<file path="src/rtl/mips_fetch_unit.sv">
// Instruction fetch and next-PC unit: fetches over a req/ack handshake,
// holds the instruction for decode, and commits next_pc when not stalled.
module mips_fetch_unit #(
  parameter int          ADDR_WIDTH   = 32,
  parameter logic [31:0] RESET_VECTOR = 32'h0040_0000,
  parameter int          CNT_WIDTH    = 32
) (
  input  logic                  clk,
  input  logic                  reset,
  output logic                  imem_req,
  output logic [ADDR_WIDTH-1:0] imem_addr,
  input  logic                  imem_ack,
  input  logic [31:0]           imem_rdata,
  input  logic                  stall,
  input  logic                  branch_eq,
  input  logic                  branch_ne,
  input  logic                  zero,
  input  logic                  jump,
  input  logic                  jump_reg,
  input  logic [ADDR_WIDTH-1:0] rs_value,
  output logic [31:0]           instr,
  output logic                  instr_valid,
  output logic [ADDR_WIDTH-1:0] pc_out,
  output logic [ADDR_WIDTH-1:0] pc_plus4,
  output logic                  misaligned,
  output logic [CNT_WIDTH-1:0]  retired_count
);

  localparam int AW = ADDR_WIDTH;

  typedef enum logic {FETCH, VALID} state_t;

  state_t        state, state_next;
  logic [AW-1:0] pc;
  logic [AW-1:0] next_pc;
  logic [AW-1:0] jr_target;
  logic [AW-1:0] jump_target;
  logic [AW-1:0] branch_target;
  logic [31:0]   branch_offset;
  logic [27:0]   jump_field;
  logic          take_branch;
  logic          commit;

  assign pc_plus4    = pc + AW'(4);
  assign pc_out      = pc;
  assign imem_addr   = pc;
  assign imem_req    = (state == FETCH);
  assign instr_valid = (state == VALID);
  assign commit      = (state == VALID) && !stall;

  assign jr_target     = {rs_value[AW-1:2], 2'b00};
  assign jump_field    = {instr[25:0], 2'b00};
  assign branch_offset = {{14{instr[15]}}, instr[15:0], 2'b00};
  assign branch_target = pc_plus4 + branch_offset[AW-1:0];
  assign take_branch   = (branch_eq && zero) || (branch_ne && !zero);

  // Narrow address spaces have no region bits to inherit from pc_plus4.
  if (AW > 28) begin : g_wide_jump
    assign jump_target = {pc_plus4[AW-1:28], jump_field};
  end else begin : g_narrow_jump
    assign jump_target = jump_field[AW-1:0];
  end

  always_comb begin
    // NOTE: every always_comb output gets a default first so no path infers a latch.
    next_pc = pc_plus4;
    if (jump_reg)         next_pc = jr_target;
    else if (jump)        next_pc = jump_target;
    else if (take_branch) next_pc = branch_target;
  end

  always_comb begin
    state_next = state;
    case (state)
      FETCH: if (imem_ack) state_next = VALID;
      VALID: if (!stall)   state_next = FETCH;
      default:             state_next = FETCH;
    endcase
  end

  // NOTE: sequential state uses non-blocking assignments so every register samples pre-edge values.
  always_ff @(posedge clk) begin
    if (reset) state <= FETCH;
    else       state <= state_next;
  end

  always_ff @(posedge clk) begin
    if (reset) begin
      pc            <= RESET_VECTOR[AW-1:0];
      instr         <= '0;
      misaligned    <= 1'b0;
      retired_count <= '0;
    end else begin
      misaligned <= commit && jump_reg && (rs_value[1:0] != 2'b00);
      if (state == FETCH && imem_ack) instr <= imem_rdata;
      if (commit) begin
        pc            <= next_pc;
        retired_count <= retired_count + CNT_WIDTH'(1);
      end
    end
  end

endmodule

</file>
<file path="config.mk">
export PLATFORM = sky130hd
export DESIGN_NAME = mips_fetch_unit
export DESIGN_NICKNAME = d
export VERILOG_FILES = /design/src/rtl/mips_fetch_unit.sv
export SDC_FILE = /design/constraint.sdc
export NUM_CORES = 1
export LEC_CHECK = 0
export BUFFER_PORTS_ARGS = -buffer_cell sky130_fd_sc_hd__buf_2
export CAP_MARGIN = 20
export CORE_UTILIZATION = 52
export DETAILED_ROUTE_END_ITERATION = 6
export PLACE_DENSITY_LB_ADDON = 0.15
export SETUP_SLACK_MARGIN = 0.3
export SLEW_MARGIN = 5
export SYNTH_ARGS = -nofsm -noshare
export SYNTH_HDL_FRONTEND = slang
export SYNTH_SLANG_ARGS = --single-unit
</file>
<file path="constraint.sdc">
create_clock -name clk -period 4.6 [get_ports clk]
set_clock_uncertainty 0.15 [all_clocks]
set_input_delay 0.46 -clock clk [delete_from_list [all_inputs] [get_ports clk]]
set_output_delay 0.46 -clock clk [all_outputs]
set_load 0.05 [all_outputs]
</file>
==> results.sh <==
export IMPL_yosysWarnings=0
export IMPL_synth_edf_count=0
export IMPL_ant_nets=0
export IMPL_ctsHoldBuffers=0
export IMPL_drive_above_1_share=0.2860
export IMPL_grt_antenna_before_repair=0
export IMPL_via_per_inst=5.799
export IMPL_hp_class="in -> reg"
export IMPL_wl_per_cell_microns=18.15
export IMPL_setup_viol=0
export IMPL_post_route_cell_area_sq_um=8531
export IMPL_drt_iter0_markers=545
export IMPL_grt_max_degree=90
export IMPL_power_total_w=0.002391
export IMPL_gp_congestion=0.9525
export IMPL_dp_hpwl_microns=16700
export IMPL_io_buffer_count=229
export IMPL_fin_crit_ns=4.125
export IMPL_die_w_microns=117.4
export IMPL_ir_drop_mv=0.2387
export IMPL_numCtsBuffers=9
export IMPL_route_detailed_drc=0
export IMPL_cts_resized=0
export IMPL_synthArstFlopShare=0
export IMPL_end_kind="register"
export IMPL_yosysSeqAreaShare=0.2777
export IMPL_worst_pin_slew_ns=0.9716
export IMPL_max_slew_margin=0.3523
export IMPL_die_area_sq_um=13780
export IMPL_r2r_end="imem_addr[27]"
export IMPL_drtPass1Iterations=5
export IMPL_min_period_over_period=0.8967
export IMPL_rr_worst_depth=15
export IMPL_placed_cell_area_sq_um=8164
export IMPL_cts_tree="yes"
export IMPL_worstSetupStartpointType="register"
export IMPL_clock_latency_ns=0.36
export IMPL_critPathTopFamily="compound AO/OA/AOI/OAI gates"
export IMPL_path_clk_slew_ns=0.08
export IMPL_slowest_delay_ns=0.38
export IMPL_synth_seq_cells=96
export IMPL_syn_area_per_cell_sq_um=7.657
export IMPL_initial_utilization=0.5419
export IMPL_critPathSlowestCell="dfxtp_4"
export IMPL_critical_path_required_ns=4.65
export IMPL_grtUsageTotal=0.3330
export IMPL_antennaDiodeCount=0
export IMPL_startpoint="imem_addr[2]"
export IMPL_cts_setup_buffers=0
export IMPL_worstPathCellList="ha_1 -> nand4_4 -> or2_4 -> nor2_4 -> nand4_1 -> xnor2_4 -> ha_4 -> a21o_1 -> a221o_1 -> a221oi_4 -> o2111ai_2 -> a31oi_2 -> xnor2_1 -> a222oi_1 -> a211oi_1"
export IMPL_io_pins=236
export IMPL_cts_path_max_buffers=2
export IMPL_max_freq_mhz=242.4
export IMPL_cap_violations=0
export IMPL_r2r_setup_slack_ns=0.48
export IMPL_die_height_microns=117.4
export IMPL_hold_slack_ns=0.1497
export IMPL_fin_tns_setup_ns=0
export IMPL_crit_buf_inv=0
export IMPL_cts_sinks=96
export IMPL_rr_startpoint="imem_addr[2]"
export IMPL_syn_area_sq_um=6922
export IMPL_critical_path_class="reg -> reg"
export IMPL_syn_to_final_growth_pct=23.25
export IMPL_cp_depth=15
export IMPL_cellLeakagePower_nw=4.055
export IMPL_core_area_sq_um=12770
export IMPL_hold_violations=0
export IMPL_synthCells=904
export IMPL_arrival_ns=4.17
export IMPL_status="finished, final reports clean"
export IMPL_finalWirelength_microns=22920
export IMPL_num_vias=7324
export IMPL_cts_max_level=3
export IMPL_synth_flop_cell="dfxtp_1"
export IMPL_power_density_nw_per_um2=280.3
export IMPL_rows=41
export IMPL_clockRootBuffer="clkbuf_16"
export IMPL_cp_endpoint="imem_addr[27]"
export IMPL_path_max_fanout=8
export IMPL_ys_types=79
export IMPL_grt_ovfl_total=0
export IMPL_rsz0062_at_grt="false"
export IMPL_grt_pass1_wl_microns=36510
export IMPL_nets=1197
export IMPL_grt_pass1_vias=6947
export IMPL_report_final_slew_viol_count=0
==> power breakdown <==
group	switching, W	internal (W)	total, W
Combinational	0.000446	0.000173	0.000619
Sequential	0.0000456	0.000861	0.000907
Clock	0.000378	0.000486	0.000865
Total	0.000870	0.00152	0.00239
==> layout make-up <==
cell class | count | area, sq um
Multi-Input combinational cell | 720 | 4728
Timing Repair Buffer | 241 | 1236
Tap cell | 172 | 215.2
Fill cell | 1154 | 4243
Sequential cell | 96 | 1939
Clock inverter | 5 | 80.08
Clock buffer | 11 | 264.0
Inverter | 18 | 67.56
==> synth_stat cells, drive strengths merged, types with 12 or more instances <==
library cell / instances / area [sq um]
a211oi: 13 / 102.6
a21oi: 89 / 452.9
and3: 19 / 123.9
buf: 44 / 311.5
clkbuf: 31 / 116.4
dfxtp: 96 / 1922
ha: 37 / 462.9
inv: 18 / 67.56
nand2: 142 / 533.0
nand3: 38 / 190.2
nand4: 15 / 130.1
nor2: 77 / 296.5
nor3: 13 / 70.07
o211ai: 15 / 112.6
o21ai: 46 / 234.0
or3: 12 / 75.07
xnor2: 33 / 296.5
xor2: 35 / 325.3
==> flip-flops by register name, summed over array words and instances, names as in the netlist <==
name,count
imem_addr,30
misaligned,1
instr_valid,1
instr,32
retired_count,32
==> metrics by stage <==
stage | utilization | cells | setup WS [ns]
CTS | 0.6661 | 1263 | 0.4163
global placement | 0.6391 | 1247 | 0.5666
global route | 0.6678 | 1263 | 0.3018
finish | 0.6678 | 1263 | 0.4753
detailed placement | 0.6391 | 1247 | 0.4515
floorplan | - | 909 | 0.3003
==> how the worst min path moves through the flow <==
stage / start / to / slack (ns) / cells past startpoint
after global placement: instr[27] / instr[27] / 0.29 / 2
after detailed placement: instr[30] / instr[30] / 0.30 / 2
after global routing: rs_value[0] / misaligned / 0.16 / 2
after floorplan: rs_value[0] / misaligned / 0.42 / 1
after CTS: rs_value[0] / misaligned / 0.14 / 2
final: rs_value[0] / misaligned / 0.15 / 2
==> worst reg2reg max path: cells and delay by family, from the launching register on <==
| kind | cells | cell delay [ns] |
|---|---|---|
| and+or+nand+nor | 4 | 0.87 |
| DFF | 1 | 0.38 |
| adders and majority gates | 2 | 0.50 |
| xor gates and xnor gates | 2 | 0.37 |
| AOI/OAI and AO/OA | 7 | 1.67 |
==> per-layer routing <==
layer  vias up  wire (microns)  global-route usage
li1       3555               -                   -
met1      3405            9848              0.4360
met2       313           10380              0.5322
met3        51            2002             0.07733
met4         0             688              0.1201
met5         -               0                   0
==> cells by family (layout without fill, tap and decap cells) <==
group,Yosys count,count (layout),share of synthesized area
simple gates,360,360,0.2556
mux,7,7,0.01030
flops,96,96,0.2777
other cells,1,6,0.0005418
buf+inv,93,275,0.07158
compound gates,241,241,0.2247
fa+ha+maj,38,38,0.06978
xor+xnor,68,68,0.08984
==> cell usage in the layout (no fill, tap or decap), types with 10 or more instances in the layout <==
cell type and count:
buf_2 229, nand2_1 142, a21oi_1 87, dfxtp_1 86, nor2_1 75, o21ai_0 44
nand3_1 38, ha_1 36, xor2_1 29, xnor2_1 23, and3_1 18, inv_1 17
o211ai_1 15, nand4_1 12, or3_1 12, a211oi_1 12, buf_4 12, nor3_1 11
nand2b_1 10, clkbuf_16 10
No activity file was read; power rests on OpenSTA's default activity.
